`src/rtl/ram_arb_pkg.sv`:
```
`default_nettype none
// +------------------------------------------------------------------+
// | ram_arb_pkg : shared states and defaults for ram_rr_arbiter       |
// | rev 1.0                                                           |
// +------------------------------------------------------------------+
package ram_arb_pkg;

   localparam int AW_DEF = 2;
   localparam int DW_DEF = 4;

   typedef enum logic [1:0] {
      IDLE  = 2'b00,
      ISSUE = 2'b01,
      RDATA = 2'b10
   } arb_state_e;

endpackage : ram_arb_pkg
`default_nettype wire

```
`src/rtl/ram_rr_arbiter_if.sv`:
```
`default_nettype none
// +------------------------------------------------------------------+
// | ram_rr_arbiter_if : requester-side bundle of the shared RAM port  |
// | rev 1.0                                                           |
// +------------------------------------------------------------------+
interface ram_rr_arbiter_if
   import ram_arb_pkg::*;
#(
   parameter int NREQ = 2,
   parameter int AW   = AW_DEF,
   parameter int DW   = DW_DEF
) ();

   logic [NREQ-1:0]    req;
   logic [NREQ-1:0]    we;
   logic [NREQ*AW-1:0] addr;
   logic [NREQ*DW-1:0] wdata;
   logic [NREQ-1:0]    gnt;
   logic [NREQ-1:0]    rvalid;
   logic [DW-1:0]      rdata;
   logic               busy;

   modport master (
      output req, we, addr, wdata,
      input  gnt, rvalid, rdata, busy
   );

   modport slave (
      input  req, we, addr, wdata,
      output gnt, rvalid, rdata, busy
   );

endinterface : ram_rr_arbiter_if
`default_nettype wire

```
`src/rtl/ram_sp_sync.sv`:
```
`default_nettype none
// +------------------------------------------------------------------+
// | ram_sp_sync : single-port synchronous RAM, write or registered read|
// | rev 1.0                                                           |
// +------------------------------------------------------------------+
module ram_sp_sync
   import ram_arb_pkg::*;
#(
   parameter int AW = AW_DEF,
   parameter int DW = DW_DEF
) (
   input  wire logic          clk,
   input  wire logic          we,
   input  wire logic [AW-1:0] address,
   input  wire logic [DW-1:0] data_in,
   output logic      [DW-1:0] data_out
);

   logic [DW-1:0] mem [2**AW];

   // data_out holds its last value during writes
   always_ff @(posedge clk) begin
      if (we) begin
         mem[address] <= data_in;
      end else begin
         data_out <= mem[address];
      end
   end

endmodule : ram_sp_sync
`default_nettype wire

```
`src/rtl/ram_rr_arbiter.sv`:
```
`default_nettype none
// +------------------------------------------------------------------+
// | ram_rr_arbiter : round-robin sharing of one single-port RAM       |
// | rev 1.0                                                           |
// +------------------------------------------------------------------+
module ram_rr_arbiter
   import ram_arb_pkg::*;
#(
   parameter int NREQ = 2,
   parameter int AW   = AW_DEF,
   parameter int DW   = DW_DEF
) (
   input  wire logic         clk,
   input  wire logic         rst,
   ram_rr_arbiter_if.slave   bus
);

   localparam int IDW = (NREQ > 2) ? 2 : 1;

   arb_state_e     state_q,   state_d;
   logic [IDW-1:0] rr_ptr_q,  rr_ptr_d;
   logic [IDW-1:0] id_q,      id_d;
   logic           we_q,      we_d;
   logic [AW-1:0]  addr_q,    addr_d;
   logic [DW-1:0]  wdata_q,   wdata_d;

   logic [NREQ-1:0] gnt_w;
   logic [NREQ-1:0] rvalid_w;
   logic [DW-1:0]   rdata_w;
   logic            busy_w;
   logic            ram_we_w;
   logic [DW-1:0]   ram_dout;
   logic [IDW-1:0]  win_w;

   // First requester at or above ptr, wrapping around
   function automatic logic [IDW-1:0] rr_pick(input logic [NREQ-1:0] r,
                                              input logic [IDW-1:0]  ptr);
      logic [IDW-1:0] pick;
      logic           found;
      int             j;
      pick  = ptr;
      found = 1'b0;
      for (int k = 0; k < NREQ; k++) begin
         j = (int'(ptr) + k) % NREQ;
         if (!found && r[j]) begin
            pick  = IDW'(j);
            found = 1'b1;
         end
      end
      return pick;
   endfunction

   always_ff @(posedge clk or posedge rst) begin
      if (rst) begin
         state_q  <= IDLE;
         rr_ptr_q <= '0;
         id_q     <= '0;
         we_q     <= 1'b0;
         addr_q   <= '0;
         wdata_q  <= '0;
      end else begin
         state_q  <= state_d;
         rr_ptr_q <= rr_ptr_d;
         id_q     <= id_d;
         we_q     <= we_d;
         addr_q   <= addr_d;
         wdata_q  <= wdata_d;
      end
   end

   always_comb begin
      state_d  = state_q;
      rr_ptr_d = rr_ptr_q;
      id_d     = id_q;
      we_d     = we_q;
      addr_d   = addr_q;
      wdata_d  = wdata_q;
      gnt_w    = '0;
      rvalid_w = '0;
      rdata_w  = '0;
      busy_w   = 1'b0;
      ram_we_w = 1'b0;
      win_w    = rr_pick(bus.req, rr_ptr_q);

      case (state_q)
         IDLE: begin
            if (|bus.req) begin
               id_d     = win_w;
               we_d     = bus.we[win_w];
               addr_d   = bus.addr[int'(win_w)*AW +: AW];
               wdata_d  = bus.wdata[int'(win_w)*DW +: DW];
               rr_ptr_d = (win_w == IDW'(NREQ-1)) ? '0 : win_w + 1'b1;
               state_d  = ISSUE;
            end
         end
         ISSUE: begin
            gnt_w    = NREQ'(1) << id_q;
            busy_w   = 1'b1;
            ram_we_w = we_q;
            state_d  = we_q ? IDLE : RDATA;
         end
         RDATA: begin
            rvalid_w = NREQ'(1) << id_q;
            rdata_w  = ram_dout;
            busy_w   = 1'b1;
            state_d  = IDLE;
         end
         default: begin
            state_d = IDLE;
         end
      endcase
   end

   // Address/data stay on the latched command; only we decides commit
   ram_sp_sync #(
      .AW (AW),
      .DW (DW)
   ) u_ram (
      .clk      (clk),
      .we       (ram_we_w),
      .address  (addr_q),
      .data_in  (wdata_q),
      .data_out (ram_dout)
   );

   assign bus.gnt    = gnt_w;
   assign bus.rvalid = rvalid_w;
   assign bus.rdata  = rdata_w;
   assign bus.busy   = busy_w;

endmodule : ram_rr_arbiter
`default_nettype wire

```
`src/flat_wrapper.sv`:
```
// flat-port wrapper written by rule: the top's interface ports become plain ports
module ram_rr_arbiter_flat import ram_arb_pkg::*;
#(
   parameter int NREQ = 2,
   parameter int AW   = AW_DEF,
   parameter int DW   = DW_DEF
)
  (clk, rst, bus_req, bus_we, bus_addr, bus_wdata, bus_gnt, bus_rvalid, bus_rdata, bus_busy);
  ram_rr_arbiter_if #(.NREQ(NREQ), .AW(AW), .DW(DW)) bus_i ();
  input  wire logic clk;
  input  wire logic rst;
  input wire logic [$bits(bus_i.req)-1:0] bus_req;
  input wire logic [$bits(bus_i.we)-1:0] bus_we;
  input wire logic [$bits(bus_i.addr)-1:0] bus_addr;
  input wire logic [$bits(bus_i.wdata)-1:0] bus_wdata;
  output wire logic [$bits(bus_i.gnt)-1:0] bus_gnt;
  output wire logic [$bits(bus_i.rvalid)-1:0] bus_rvalid;
  output wire logic [$bits(bus_i.rdata)-1:0] bus_rdata;
  output wire logic [$bits(bus_i.busy)-1:0] bus_busy;
  assign bus_i.req = bus_req;
  assign bus_i.we = bus_we;
  assign bus_i.addr = bus_addr;
  assign bus_i.wdata = bus_wdata;
  assign bus_gnt = bus_i.gnt;
  assign bus_rvalid = bus_i.rvalid;
  assign bus_rdata = bus_i.rdata;
  assign bus_busy = bus_i.busy;
  ram_rr_arbiter #(.NREQ(NREQ), .AW(AW), .DW(DW)) u_core (.clk(clk), .rst(rst), .bus(bus_i));
endmodule
```
`config.mk`:
```
export PLATFORM = sky130hd
export DESIGN_NAME = ram_rr_arbiter_flat
export DESIGN_NICKNAME = d
export VERILOG_FILES = /design/src/rtl/ram_arb_pkg.sv /design/src/rtl/ram_rr_arbiter_if.sv /design/src/rtl/ram_sp_sync.sv /design/src/rtl/ram_rr_arbiter.sv /design/src/flat_wrapper.sv
export SDC_FILE = /design/constraint.sdc
export NUM_CORES = 1
export LEC_CHECK = 0
export ABC_AREA = 1
export CAP_MARGIN = 10
export CELL_PAD_IN_SITES_DETAIL_PLACEMENT = 1
export CELL_PAD_IN_SITES_GLOBAL_PLACEMENT = 2
export CORE_UTILIZATION = 34
export DETAILED_ROUTE_END_ITERATION = 8
export GPL_TIMING_DRIVEN = 0
export PLACE_DENSITY = 0.86
export SLEW_MARGIN = 0
export SYNTH_ARGS = -nofsm -noshare
export SYNTH_HDL_FRONTEND = slang
export SYNTH_SLANG_ARGS = --single-unit
```
`constraint.sdc`:
```
create_clock -name clk -period 3.4 [get_ports clk]
set_clock_uncertainty 0.15 [all_clocks]
set_input_delay 0.34 -clock clk [delete_from_list [all_inputs] [get_ports clk]]
set_output_delay 0.34 -clock clk [all_outputs]
set_load 0.05 [all_outputs]
```
==> results by group <==
Route
  – Total number of vias: about 1100
  – Routed Antenna Nets: 0
  – Residual DRC count: 0
  – WL met2: 1676 um
  – Max Used Layer: met4
  – WL final: roughly 3200 um
  – Pre-antenna DRT Iters: 4
  – Post-DR vias/cell: between 4 and 5
  – Wire length per cell: approximately 14 um
  – Initial DRC count: 39
  – Metal-1 WL: about 1300 um
  – WL met3: 150 um

Power
  – Leak: 0.7973 nW
  – P_sw: roughly 0.00063 W
  – Final Power: approximately 0.0016 W
  – VDD IR max: approximately 340 uV
  – Sequential share of power: 0.393
  – Clock power share: 0.220
  – Comb power frac: 0.387
  – Power per cell area: around 870 mW/mm^2
  – Switch share: 0.3950
  – Internal: about 0.00096 W

Floorplanning
  – Die footprint: approximately 0.0044 mm^2
  – Chip width: between 60 and 70 um
  – Die height: approximately 66 um
  – Initial Util: 0.3669
  – Std-Cell Rows: 22
  – Core box area: between 0.003 and 0.004 mm^2
  – Boundary pin count: 27

Synthesis
  – Top post-synthesis cells by area: edfxtp_1 43%, dfrtp_1 20%, nand3_1 14%
  – Syn avg cell area: between 10 and 15 um^2
  – Post-synthesis cell type count: 16
  – Sequential area share after synthesis: 0.6284
  – Synthesis-stage register bit count: 31
  – Mapped Area: 0.001394 mm^2
  – Syn nets: ~160
  – Area leader, netlist: edfxtp_1
  – Gate Count Post-Synth: about 140
  – Yosys top cell area share: 0.4309
  – Yosys warning total: 0

Clocking
  – Post-CTS Resized: 0
  – CTS tree: built
  – CTS Buffer Depth: 2
  – Setup Buffers After CTS: 0
  – Clock latency at the later pin of the worst-skew pair: around 280 ps
  – Count of hold-fix buffers inserted at cts: 0
  – CTS Root Cell: clkbuf_8
  – Clock sink count: 31
  – CTS Buf Count: 5
  – Clock transition at path regs: 60 ps
  – H-tree levels: 2

STA
  – # setup viols final: 0
  – Setup TNS: 0 ps
  – Endpoints failing hold: 0
  – Slew Viols, Final: 0
  – Slew HR: 0.5669
  – Unrepaired setup endpoints after global routing: no
  – Pin slew with the least headroom to its limit: roughly 640 ps
  – Fin crit share: 0.7405
  – Fmax: between 300 and 400 MHz
  – Post-route minimum period: 2518 ps

Layout
  – Fillers: approximately 430
  – Final nets: between 150 and 200
  – Non-filler cells, final: 220
  – Most frequent cells in the layout: 40 x nand3_1, 33 x nand2_1, 26 x clkdlybuf4s50_1
  – Seq. cell area: between 800 and 900 um^2
  – Layout area overhead: 30.70%
  – Antenna cells: 0
  – Share of layout cells above drive strength 1: 0.08721
  – Finished Cell Area: 0.001822 mm^2
  – Commonest non-fill, non-tap cell in the layout: nand3_1
  – Multi-input logic area: ~440 um^2

Setup path
  – Max incr delay on CP: slightly above 800 ps
  – Reg2Reg Setup Slack: 1370 ps
  – WS Path Type: reg -> out
  – Reg-to-reg endpoint: u_core.u_ram.mem[1][3]
  – Crit path DAT: about 2000 ps
  – Slowest-stage cell, CP: clkdlybuf4s50_1
  – CP endpoint kind: output port
  – Critical Path Start Type: flip-flop
  – Cells along the critical path: inv_1 -> ha_1 -> inv_1 -> nor2_1 -> clkdlybuf4s50_1
  – RR Startpoint: u_core.state_q[1]
  – Req. time, crit path: slightly below 3000 ps
  – Reg2Reg Depth: 4
  – Max Fanout on Critical Path: 6
  – Crit path top cell by count: inv_1

Job
  – Max-Cap Viols: 0

Placed design
  – PortBufs: 26
  – Placed insts: 212
  – Cell Area, Placed: around 0.0017 mm^2
  – GPL Wtd Cong: 0.7633
  – Post-detail-place hpwl: around 2500 um

Run status
  – Status: completed

Global routing
  – Largest net degree at the start of global routing: 12
  – Grt ovf: 0
  – Vias in the first global route: around 1100
  – Initial antenna violation count: 0
  – Total track usage: 0.1730
  – First-pass GRT wire length: 5340 um

Min path
  – Hold Crit Class: in -> async
==> flip-flops by register name, summed over array words and instances, names as in the netlist <==
register and cells:
u_core.wdata_q 4, u_core.we_q 1, u_core.rr_ptr_q 1, u_core.addr_q 2, u_core.state_q 2, u_core.u_ram.mem 16
u_core.id_q 1, u_core.u_ram.data_out 4
==> how the worst max path moves through the flow <==
stage                     slack, ps  depth (start not counted)               from            end
after floorplan                1540                          4  u_core.state_q[0]  bus_rvalid[0]
after global routing            760                          5  u_core.state_q[0]  bus_rvalid[0]
final                           880                          5  u_core.state_q[0]  bus_rvalid[0]
after CTS                       840                          5  u_core.state_q[0]  bus_rvalid[0]
after detailed placement       1160                          5  u_core.state_q[0]  bus_rvalid[0]
after global placement         1210                          5  u_core.state_q[0]  bus_rvalid[0]
==> synth_stat cells <==
master	number
buf_2	2
clkinv_4	1
dfrtp_1	11
edfxtp_1	20
ha_1	3
inv_1	13
inv_2	1
inv_4	1
nand2_1	33
nand2_4	2
nand3_1	40
nor2_1	4
nor2_4	1
nor3_1	4
o21ai_0	1
o21ai_1	1
==> cell type report <==
type,instances,area share
plain buffers,2,0.005494
multi-input cells,89,0.2418
repair buffers,26,0.1429
inverters,16,0.03709
clock buffers,5,0.03777
flip-flops and latches,31,0.4808
clock inverters,3,0.02129
well taps,48,0.03297
==> kinds of logic after synthesis <==
family          Yosys count  share of synthesized area
buf+inv                  18                    0.05566
compound gates            2                   0.007174
simple gates             84                     0.2819
fa+ha+maj                 3                    0.02693
flops                    31                     0.6284
==> layer usage <==
layer  global-route usage  up-vias
met5                    0        -
met4              0.07181        0
met3              0.05690        6
met2               0.3023       28
met1               0.1912      526
li1                     -      534
==> power by group through the flow <==
| stage | Sequential (W) | Combinational, W | Clock (W) |
|---|---|---|---|
| final | 0.000625 | 0.000616 | 0.000349 |
| after global placement | 0.000620 | 0.000605 | 0 |
| after CTS | 0.000628 | 0.000630 | 0.000356 |
| after floorplan | 0.000602 | 0.000449 | 0 |
| after global routing | 0.000640 | 0.000684 | 0.000375 |
| after detailed placement | 0.000634 | 0.000624 | 0 |
==> critical path, delay by kind of cell (launching register included) <==
family / cells / cell delay, ps
buffers and inverters: 3 / 990
and+or+nand+nor: 1 / 80
adders and majority gates: 1 / 290
DFF: 1 / 380
==> through the flow <==
stage / hold slack [ps] / setup WS [ps] / util
CTS: 207.4 / 836.5 / 0.4796
finish: 203.7 / 882.4 / 0.4796
global route: 227.8 / 761.0 / 0.4796
floorplan: 42.44 / 1542 / -
global placement: 330.9 / 1213 / 0.4513
detailed placement: 337.3 / 1157 / 0.4513
No activity file was read; power rests on OpenSTA's default activity.
==> patch: new RTL, same settings <==
Take the reset off `wdata_q` and load it in a clocked block of its own.
--- a/src/rtl/ram_rr_arbiter.sv
+++ b/src/rtl/ram_rr_arbiter.sv
@@ -57,15 +57,17 @@
          id_q     <= '0;
          we_q     <= 1'b0;
          addr_q   <= '0;
-         wdata_q  <= '0;
       end else begin
          state_q  <= state_d;
          rr_ptr_q <= rr_ptr_d;
          id_q     <= id_d;
          we_q     <= we_d;
          addr_q   <= addr_d;
-         wdata_q  <= wdata_d;
       end
+   end
+
+   always_ff @(posedge clk) begin
+      wdata_q <= wdata_d;
    end
 
    always_comb begin
Formal check against the unedited RTL: same outputs for any inputs over 10 cycles, from zero or initial values and one cycle with rst high; that may be too few to reach the edited logic, so the function may still have changed.
==> patch against the unedited design <==
- synthesized area fell by 1.4%
- sequential share of layout area up 1.6 points
- global-route usage decreased by 1.9 points
- routed wire length shrank 13%
- worst hold slack lost 41 ps
- core utilization decreased by 0.18 points
- cell area shrank 1.1%
- worst setup slack improved by 12 ps
- combinational power decreased by 12%
- non-clock buffer count fell by 2
- sequential cell count unchanged
- power decreased by 5.1%
- critical endpoint unchanged
- largest cell class unchanged
==> patch: results (changes against the unedited design) <==
| Metric | Value |
|---|---|
| Number of distinct library cells after synthesis | `17 (was 16)` |
| Seq/Total Area, Yosys | `65.2% (was 62.8%)` |
| Antenna violations before repair | `0 (unchanged)` |
| Cell-internal power | `944 µW (was 962 µW)` |
| Asr flop ratio synth | `22.6% (was 35.5%)` |
| Vias per cell | `4.71 (was 4.97)` |
| PortBufs | `26 (unchanged)` |
| Mapped Cells | `133 (was 138)` |
| Worst reg2reg endpoint | `u_core.u_ram.mem[1][2] (was u_core.u_ram.mem[1][3])` |
| Vias in the first global route | `1011 (was 1108)` |
| Max VDD drop | `0.287 mV (was 0.341 mV)` |
| Final WL | `2740 µm (was 3160 µm)` |
| Largest net degree at the start of global routing | `11 (was 12)` |
| Post-DP HPWL | `2210 µm (was 2460 µm)` |
| Gr usage total | `15.4% (was 17.3%)` |
| Final net count | `187 (was 192)` |
| YS warnings | `0 (unchanged)` |
| Crit-path leading delay family | `buffers and inverters (unchanged)` |
| Biggest regs | `u_core.u_ram.mem x16, u_core.u_ram.data_out x4, u_core.wdata_q x4 (unchanged)` |
| Slew Limit Headroom | `59.4% (was 56.7%)` |
| Syn nets | `154 (was 159)` |
| Status | `finished clean (unchanged)` |
| Post-CTS sizing | `0 (unchanged)` |
| Dpl cells | `207 (was 212)` |
| Number of fill cells | `427 (was 433)` |
| Placed cell areas | `1690 µm² (was 1710 µm²)` |
| R2r setup slk | `1470 ps (was 1370 ps)` |
| DRT Pass-1 Iters | `4 (unchanged)` |
| PwrDens | `838 nW/µm² (was 873 nW/µm²)` |
| Non-Filler Instances | `215 (was 220)` |
| Post-synth top cells | `46 x nand2_1, 24 x edfxtp_1, 20 x inv_1 (was 40 x nand3_1, 33 x nand2_1, 20 x edfxtp_1)` |
| Pre-CTS setup slack | `1160 ps (about the same)` |
| FF-to-FF path depth | `4 (unchanged)` |
| Clk pwr share | `22.9% (was 22.0%)` |
| Critical Path Fanout Max | `6 (unchanged)` |
| Multi-input logic area | `403 µm² (was 440 µm²)` |
| EDFF count, synth | `24 (was 20)` |
| Top post-synthesis cells by area | `edfxtp_1 52%, dfrtp_1 13%, nand2_1 13% (was edfxtp_1 43%, dfrtp_1 20%, nand3_1 14%)` |
| Worst Hold Class | `in -> async (unchanged)` |
| Critical path's largest stage delay | `810 ps (about the same)` |
| CTS Buffer Depth | `2 (unchanged)` |
| WHS | `163 ps (was 204 ps)` |
| Gpl congestion | `0.795 (was 0.763)` |
| First-pass GRT wire length | `4760 µm (was 5340 µm)` |
| Setup bufs post-CTS | `0 (unchanged)` |
| Layout cells sized above 1 | `7.78% (was 8.72%)` |
| Synth Flop Type | `edfxtp_1 (unchanged)` |
| Initial DRC Count | `39 (unchanged)` |
| Setup crit start | `u_core.state_q[0] (unchanged)` |
| Clock period minus worst slack | `2510 ps (was 2520 ps)` |
| Combinational power share | `35.9% (was 38.7%)` |
| Leakage power | `0.775 nW (was 0.797 nW)` |
## patch: routing by layer
| metal | wire [µm] | part of all wire (%) | GRT usage (%) | vias to the layer above |
|---|---|---|---|---|
| met5 | 0 | 0 | 0 | - |
| met1 | 1180 | 43 | 17.5 | 467 |
| met3 | 124 | 4.5 | 4.69 | 8 |
| met2 | 1380 | 50 | 26.2 | 29 |
| li1 | - | - | - | 509 |
| met4 | 59 | 2.2 | 7.34 | 0 |
## patch: logic make-up (layout without fill, tap and decap cells)
kind of cell | count (synthesis) | in the layout | share of synthesized area, %
fa+ha+maj | 3 | 3 | 2.73
flops | 31 | 31 | 65.2
simple gates | 74 | 74 | 24.1
compound gates | 5 | 5 | 2.46
buf+inv | 20 | 54 | 5.46
## patch: area by class of cell
cell class | count | share of cell area (%)
multi-input cells | 82 | 22.4
well taps | 48 | 3.33
flip-flops and latches | 31 | 49.7
clock inverters | 3 | 2.15
inverters | 20 | 4.17
repair buffers | 26 | 14.4
clock buffers | 5 | 3.82
